<file path="src/rtl/ifu_pkg.sv">
// Shared types and constants for the instruction fetch unit.
package ifu_pkg;

  localparam int unsigned XLEN  = 32;
  localparam int unsigned CTR_W = 8;

  typedef enum logic [1:0] {
    ST_IDLE  = 2'b00,
    ST_REQ   = 2'b01,
    ST_HOLD  = 2'b10,
    ST_FAULT = 2'b11
  } ifu_state_e;

  localparam logic [1:0] FC_NONE     = 2'b00;
  localparam logic [1:0] FC_MISALIGN = 2'b01;
  localparam logic [1:0] FC_TIMEOUT  = 2'b10;

  localparam logic [XLEN-1:0] INSTR_NOP = 32'h0000_0013;
  localparam logic [XLEN-1:0] PC_STEP   = 32'd4;

  // Only word-aligned fetches are legal; there is no compressed-instruction support.
  function automatic logic is_misaligned(input logic [1:0] pc_lsb);
    return pc_lsb != 2'b00;
  endfunction

endpackage

</file>
<file path="src/rtl/ifu_fetch_timeout_ctr.sv">
// Request wait-cycle counter; expired_c flags the last allowed REQ cycle without ack.
module ifu_timeout_ctr
  import ifu_pkg::*;
#(
  parameter int unsigned LIMIT = 15
) (
  input  logic i_clk,
  input  logic i_rst_n,
  input  logic i_clr,
  input  logic i_en,
  output logic o_expired_c
);

  logic [CTR_W-1:0] r_count;

  // Saturates so a stuck enable can never wrap back below the limit.
  always_ff @(posedge i_clk) begin
    if (!i_rst_n) begin
      r_count <= '0;
    end else if (i_clr) begin
      r_count <= '0;
    end else if (i_en && (r_count != {CTR_W{1'b1}})) begin
      r_count <= r_count + CTR_W'(1);
    end
  end

  assign o_expired_c = i_en && (r_count == CTR_W'(LIMIT - 1));

endmodule

</file>
<file path="src/rtl/ifu_fetch.sv">
// Instruction fetch unit: PC ownership, one-at-a-time imem reads, hand-off to decode.
module ifu_fetch
  import ifu_pkg::*;
#(
  parameter logic [31:0] RESET_PC    = 32'h0000_0000,
  parameter int unsigned MEM_TIMEOUT = 15
) (
  input  logic        soc_clk,
  input  logic        reset,
  input  logic        fetch_enable,
  input  logic        IDU_ready,
  input  logic        pc_load,
  input  logic [31:0] pc_target,
  output logic        imem_req,
  output logic [31:0] imem_addr,
  input  logic [31:0] imem_rdata,
  input  logic        imem_ack,
  output logic [31:0] instruction,
  output logic        Fetch_ready,
  output logic [31:0] pc,
  output logic        fetch_fault,
  output logic [1:0]  fault_cause
);

  ifu_state_e  r_state, w_state_nxt;
  logic [31:0] r_pc, w_pc_nxt;
  logic [31:0] r_instr, w_instr_nxt;
  logic        r_ready, w_ready_nxt;
  logic        r_req, w_req_nxt;
  logic        r_fault, w_fault_nxt;
  logic [1:0]  r_cause, w_cause_nxt;
  logic        r_redir_pend, w_redir_pend_nxt;
  logic [31:0] r_redir_tgt, w_redir_tgt_nxt;
  logic        w_in_req;
  logic        w_expired;
  logic        w_redirect;
  logic [31:0] w_redirect_pc;

  assign w_in_req = (r_state == ST_REQ);

  ifu_timeout_ctr #(
    .LIMIT (MEM_TIMEOUT)
  ) u_timeout_ctr (
    .i_clk       (soc_clk),
    .i_rst_n     (reset),
    .i_clr       (!w_in_req),
    .i_en        (w_in_req),
    .o_expired_c (w_expired)
  );

  // A redirect in this cycle overrides an older latched one (last wins).
  assign w_redirect    = pc_load || r_redir_pend;
  assign w_redirect_pc = pc_load ? pc_target : r_redir_tgt;

  always_comb begin
    w_state_nxt      = r_state;
    w_pc_nxt         = r_pc;
    w_instr_nxt      = r_instr;
    w_ready_nxt      = 1'b0;
    w_req_nxt        = 1'b0;
    w_fault_nxt      = r_fault;
    w_cause_nxt      = r_cause;
    w_redir_pend_nxt = r_redir_pend;
    w_redir_tgt_nxt  = r_redir_tgt;

    case (r_state)
      ST_IDLE: begin
        w_redir_pend_nxt = 1'b0;
        // A redirect here takes effect now; the start decision waits for the new PC.
        if (pc_load) begin
          w_pc_nxt = pc_target;
        end else if (fetch_enable) begin
          if (is_misaligned(r_pc[1:0])) begin
            w_state_nxt = ST_FAULT;
            w_fault_nxt = 1'b1;
            w_cause_nxt = FC_MISALIGN;
          end else begin
            w_state_nxt = ST_REQ;
            w_req_nxt   = 1'b1;
          end
        end
      end

      ST_REQ: begin
        if (pc_load) begin
          w_redir_pend_nxt = 1'b1;
          w_redir_tgt_nxt  = pc_target;
        end
        if (imem_ack) begin
          if (w_redirect) begin
            w_pc_nxt         = w_redirect_pc;
            w_state_nxt      = ST_IDLE;
            w_redir_pend_nxt = 1'b0;
          end else begin
            w_instr_nxt = imem_rdata;
            w_state_nxt = ST_HOLD;
            w_ready_nxt = 1'b1;
          end
        end else if (w_expired) begin
          w_state_nxt      = ST_FAULT;
          w_fault_nxt      = 1'b1;
          w_cause_nxt      = FC_TIMEOUT;
          w_redir_pend_nxt = 1'b0;
        end else begin
          w_req_nxt = 1'b1;
        end
      end

      ST_HOLD: begin
        if (pc_load) begin
          w_redir_pend_nxt = 1'b1;
          w_redir_tgt_nxt  = pc_target;
        end
        if (IDU_ready) begin
          w_pc_nxt         = w_redirect ? w_redirect_pc : (r_pc + PC_STEP);
          w_state_nxt      = ST_IDLE;
          w_redir_pend_nxt = 1'b0;
        end else begin
          w_ready_nxt = 1'b1;
        end
      end

      ST_FAULT: begin
        if (pc_load) begin
          w_pc_nxt    = pc_target;
          w_fault_nxt = 1'b0;
          w_cause_nxt = FC_NONE;
          w_state_nxt = ST_IDLE;
        end
      end

      default: begin
        w_state_nxt = ST_IDLE;
      end
    endcase
  end

  always_ff @(posedge soc_clk) begin
    if (!reset) begin
      r_state      <= ST_IDLE;
      r_pc         <= RESET_PC;
      r_instr      <= INSTR_NOP;
      r_ready      <= 1'b0;
      r_req        <= 1'b0;
      r_fault      <= 1'b0;
      r_cause      <= FC_NONE;
      r_redir_pend <= 1'b0;
      r_redir_tgt  <= '0;
    end else begin
      r_state      <= w_state_nxt;
      r_pc         <= w_pc_nxt;
      r_instr      <= w_instr_nxt;
      r_ready      <= w_ready_nxt;
      r_req        <= w_req_nxt;
      r_fault      <= w_fault_nxt;
      r_cause      <= w_cause_nxt;
      r_redir_pend <= w_redir_pend_nxt;
      r_redir_tgt  <= w_redir_tgt_nxt;
    end
  end

  assign imem_req    = r_req;
  assign imem_addr   = r_pc;
  assign instruction = r_instr;
  assign Fetch_ready = r_ready;
  assign pc          = r_pc;
  assign fetch_fault = r_fault;
  assign fault_cause = r_cause;

endmodule

</file>
<file path="config.mk">
export PLATFORM = sky130hd
export DESIGN_NAME = ifu_fetch
export DESIGN_NICKNAME = d
export VERILOG_FILES = /design/src/rtl/ifu_pkg.sv /design/src/rtl/ifu_fetch_timeout_ctr.sv /design/src/rtl/ifu_fetch.sv
export SDC_FILE = /design/constraint.sdc
export NUM_CORES = 1
export LEC_CHECK = 0
export CAP_MARGIN = 0
export CORE_UTILIZATION = 48
export CTS_CLUSTER_DIAMETER = 80
export DETAILED_ROUTE_END_ITERATION = 7
export PLACE_DENSITY = 0.83
export SKIP_CTS_REPAIR_TIMING = 1
export SLEW_MARGIN = 10
export SYNTH_ARGS = -nofsm -noshare
export SYNTH_HDL_FRONTEND = slang
export SYNTH_SLANG_ARGS = --single-unit
</file>
<file path="constraint.sdc">
create_clock -name soc_clk -period 2.7 [get_ports soc_clk]
set_clock_uncertainty 0.05 [all_clocks]
set_input_delay 0.675 -clock soc_clk [delete_from_list [all_inputs] [get_ports soc_clk]]
set_output_delay 0.675 -clock soc_clk [all_outputs]
set_load 0.02 [all_outputs]
</file>
After elaboration in Yosys (flattened, before gate mapping)
Index checks and enable logic that the tools add are counted.
- register bits after elaboration: 112
- input port bits: 70
- output and inout bits: 101
- word-level logic and storage cells: 88
- add/sub/neg operators: 2
- equal/unequal tests: 16
- multiplexer cells: 45
- bitwise logic cells: 1
- reductions and logical operators: 14
- operators by type and width (cell ; count):
    32-bit two-way mux ; 6
    32-bit case mux with 3 select lines ; 1
    32-bit by 3-bit adder with 32-bit output (second input constant) ; 1
    2-bit two-way mux ; 13
    1-bit two-way mux ; 19
    2-bit inequality test (second input constant) ; 9
    8-bit by 1-bit adder with 8-bit output (second input constant) ; 1
    8-bit by 4-bit equality test with 1-bit output (second input constant) ; 1
    8-bit inequality test (second input constant) ; 1
    2-bit case mux with 4 select lines ; 1
    7-bit AND reduction ; 1
    1-bit case mux with 3 select lines ; 2
    2-bit case mux with 3 select lines ; 1
    3-bit nonzero test ; 2
    5-bit AND reduction ; 1
    2-bit equality test (second input constant) ; 2
    1-bit case mux with 2 select lines ; 2
    4-bit AND reduction ; 1
    2-bit OR reduction ; 2
    3-bit inequality test (second input constant) ; 1
    3-bit AND reduction ; 1
    2-bit by 1-bit equality test with 1-bit output (second input constant) ; 1
    1-bit logical AND ; 2
    2-bit logical NOT ; 1
    other kinds (5) ; 5

Logic depth before layout (Yosys ltp)
- depth in word-level cells: 5
- mapped depth: 9
- gate-level depth less buffers: 7

Hierarchy
A second synthesis with hierarchy kept.
- cell total of the unflattened synthesis: 736
- area, all modules: 5690.5 um^2
- by module, submodules not included (module ; instances ; cells each ; area each (um^2) ; seq. area each (um^2)):
    ifu_fetch ; 1 ; 680 ; 5231.3 ; 2082.0
    ifu_timeout_ctr ; 1 ; 56 ; 459.2 ; 160.2

Least setup slack after synthesis
Ideal clock, no wire load.
- kind: reg-to-reg
- start: register r_pc[2] (netlist: imem_addr[2])
- end: register r_pc[26] (netlist: imem_addr[26])
- library setup time: 117 ps
- arrival time: 1936 ps
- required time: 2533 ps
- path slack: 596 ps
- stages on the path, launching flop included: 7
- path buffers: 0
- period minus slack after synthesis: 2104 ps
- cells stage by stage: dfxtp_1 ha_1 nand4_1 or3_1 nor2_1 a31oi_1 a32o_1
- word-level cells in the longest chain between the ends: 4
- ends and longest elaborated chain (item ; RTL line ; source):
    start, declared ; ifu_fetch.sv:26 ; logic [31:0] r_pc, w_pc_nxt;
    start signal, assigned ; ifu_fetch.sv:151 ; r_pc <= w_pc_nxt;
    32-bit by 3-bit adder with 32-bit output ; ifu_fetch.sv:115 ; w_pc_nxt = w_redirect ? w_redirect_pc : (r_pc + PC_STEP);
    32-bit two-way mux ; ifu_fetch.sv:115 ;
    32-bit two-way mux ; ifu_fetch.sv:114 ; if (IDU_ready) begin
    32-bit case mux with 3 select lines ; ifu_fetch.sv:66 ; case (r_state)
Every way passes these cells. The select of a mux whose other input is x is not followed.
A chain may end at the register's enable or synchronous reset.

Worst setup path in the final report
- start: input port pc_load
- end: register r_pc[12] (netlist: imem_addr[12])
- word-level cells in the longest chain between the ends: 4
- elaborated cells between the ends (all ways): 10
- classes of those cells: eq/ne: 2; mux: 6; reduce/logical: 2
- ends and longest elaborated chain (item ; RTL line ; source):
    start, declared ; ifu_fetch.sv:12 ; input logic pc_load,
    32-bit two-way mux / 1-bit logical OR (equally long branches) ; n/a ;
    32-bit two-way mux, on equally long branches ; ifu_fetch.sv:115, ifu_fetch.sv:90 ;
    32-bit two-way mux, on equally long branches ; ifu_fetch.sv:114, ifu_fetch.sv:89 ;
    32-bit case mux with 3 select lines ; ifu_fetch.sv:66 ;
Parallel ways exist; a longest one is shown, timed or not. The select of a mux whose other input is x is not followed.

==> reports/results.ini <==
[global_route]
grt_pass1_wl_um = 27320
grt_use_total_pct = 27.10
grt_pass1_vias = 5686
grt_start_max_net_pins = 55
antenna_found_initial = 0
grt_overflow = 0

[synthesis]
ys_warn_count = 0
yosysUniqueCellTypes = 71
ys_ff_latch = 112
synth_nets = 797
synth_flop_cell = dfxtp_1
synth.avg_cell_area_sq_um = 7.880
synth_edf_count = 0
synth_cells = 719
seq_area_frac_synth_pct = 39.58
postSynth.asyncResetShare_pct = 0
syn-cell-area_sq_um = 5665

[flow_run]
cap_viol_max_count = 0

[cells_and_area]
final_cells = 1001
final_area_sq_um = 7730
finalNetCount = 931
antenna_cells = 0
drive_gt1_share_pct = 8.042
area_growth_pct = 36.44

[timing]
slew_viol_final = 0
slew_headroom_pct = 54.95
tns_ns = 0
setup_viol = 0
period_share_pct = 91.06
worst_slew_pin_slew_ns = 0.6721
fin_crit_ns = 2.459
rsz0062_at_grt = no
hold_viol = 0
fmax_mhz = 406.7

[floorplan]
core-area_sq_um = 11470
fp.dieH_um = 110.6
start_util_pct = 49.41
rows = 39
die_x_um = 110.6
io_pins = 171
die_area_sq_um = 12240

[power]
finalPower_mw = 7.634
pwr_density_cell_nw_per_um2 = 987.6
max-vdd-ir-drop_mv = 0.7079
p_leak_nw = 2.730

[status]
outcome = complete, no violations

[setup_path]
start_kind = input pin
cp_max_fo = 15
worst-endpoint-required_ns = 2.89
r2r_slack_ns = 0.25
arrival_ns = 2.65
path_class = input pin to register
end_kind = register

[detailed_routing]
post-route-drc-count = 0
viasPerCell = 5.920
drt_wl_total_um = 16670
wl_per_cell_um = 16.66
firstDrtPassIters = 7
via_count = 5926
dr.first_iter.drc_count = 433
final_antenna_net_count = 0

[cts]
clk_pin_slew_ns = 0.07
ctsHtreeMaxLevel = 3
clock_path_buffers = 2
clk_latency_ns = 0.35
cts_sinks = 112
cts_tree = built
cts_buffers = 9
cts-root-buf = clkbuf_16

[placement]
place_inst = 985
hpwl_um = 11860
place_congestion = 0.8901
io_buffers = 170
placed_area_sq_um = 7393

[worst_hold_path]
min_path_type = register to register

## layout by cell type (no fill, tap or decap), drive strengths merged, types with 6 or more instances in the layout
cell type,instances
nand2b,6
a31oi,7
clkdlybuf4s50,170
nor2,41
inv,13
a221o,6
a21oi,93
o21a,8
nand3,16
ha,8
a211oi,8
buf,31
clkbuf,11
dfxtp,112
nor3,11
nand4,16
nand2,163
and3,6
a22oi,13
and4,7
o21ai,21
## sequential cells by signal, summed over array words and instances (netlist names)
register and cells:
u_timeout_ctr.r_count 8, imem_req 1, r_state 2, Fetch_ready 1, imem_addr 32, fetch_fault 1
r_redir_tgt 32, r_redir_pend 1, fault_cause 2, instruction 32
## final cells by class
| cell class | count | area [sq um] |
|---|---|---|
| inverter | 12 | 45.04 |
| tap | 143 | 178.9 |
| sequential | 112 | 2242 |
| clock inverter | 5 | 103.9 |
| timing repair buffer | 201 | 1984 |
| multi-input combinational | 517 | 2943 |
| clock buffer | 11 | 232.7 |
| fill | 958 | 3737 |
## per-stage QoR
stage                     setup WS, ns  util (%)  hold slack, ns
after floorplan                 0.5963         -          0.3838
after global placement         0.01833     64.47          0.3909
after detailed placement      -0.08426     64.47          0.3957
after CTS                       0.2954     67.41          0.4055
after global routing            0.1267     67.41          0.4328
final                           0.2413     67.41          0.4052
## synth_stat cells, types with 6 or more instances
master / n / area [sq um]
nor3_1: 9 / 45.04
ha_1: 8 / 100.1
clkbuf_1: 30 / 112.6
and4_1: 7 / 61.31
inv_1: 12 / 45.04
a22oi_1: 13 / 97.59
a221o_1: 6 / 60.06
buf_4: 33 / 247.7
buf_2: 11 / 55.05
dfxtp_1: 112 / 2242
nand4_1: 15 / 93.84
o21ai_1: 16 / 80.08
a21oi_1: 91 / 455.4
nand2b_1: 6 / 37.54
a211oi_1: 7 / 52.55
nor2_1: 41 / 153.9
nand3_1: 16 / 80.08
o21a_1: 8 / 60.06
nand2_1: 163 / 611.8
a31oi_1: 7 / 43.79
## per-layer routing
| metal | global-route usage (%) | vias to the layer above | share of wire (%) |
|---|---|---|---|
| li1 | - | 2793 | - |
| met3 | 7.300 | 28 | 8.4 |
| met1 | 31.99 | 2809 | 40 |
| met5 | 0 | - | 0 |
| met2 | 47.37 | 296 | 50 |
| met4 | 8.889 | 0 | 1.7 |
## critical path, stage by stage
cell	delay (ns)
clkdlybuf4s50_1	0.54
buf_4	0.23
nor2_1	0.16
a211o_1	0.33
buf_4	0.29
buf_4	0.17
a2bb2oi_1	0.20
nor2_1	0.05
## path summary, 6_finish.rpt
path                            cells after the start              to      startpoint
worst min-delay path                                2  r_redir_tgt[0]  r_redir_tgt[0]
worst min register to register                      2  r_redir_tgt[0]  r_redir_tgt[0]
worst max register to register                      6   imem_addr[24]    imem_addr[2]
worst max-delay path                                8   imem_addr[12]         pc_load
## where the power goes
part | leakage [nW] | internal [mW] | switching, mW | total (mW)
Sequential | 0.912 | 2.03 | 0.486 | 2.51
Clock | 0.164 | 0.910 | 0.604 | 1.51
Combinational | 1.65 | 1.67 | 1.94 | 3.61
## kinds of logic (layout without fill, tap and decap cells)
kind of cell | count (synthesis) | after routing | synth area share [%]
AND/OR/NAND/NOR | 291 | 291 | 23.72
AO/OA/AOI/OAI | 208 | 208 | 24.76
flip-flops | 112 | 112 | 39.58
buffers and inverters | 90 | 229 | 8.525
adder cells (fa/ha/maj) | 8 | 8 | 1.767
XOR/XNOR | 6 | 6 | 0.9276
multiplexers | 4 | 4 | 0.7288
Power figures use the tool's default switching activity.
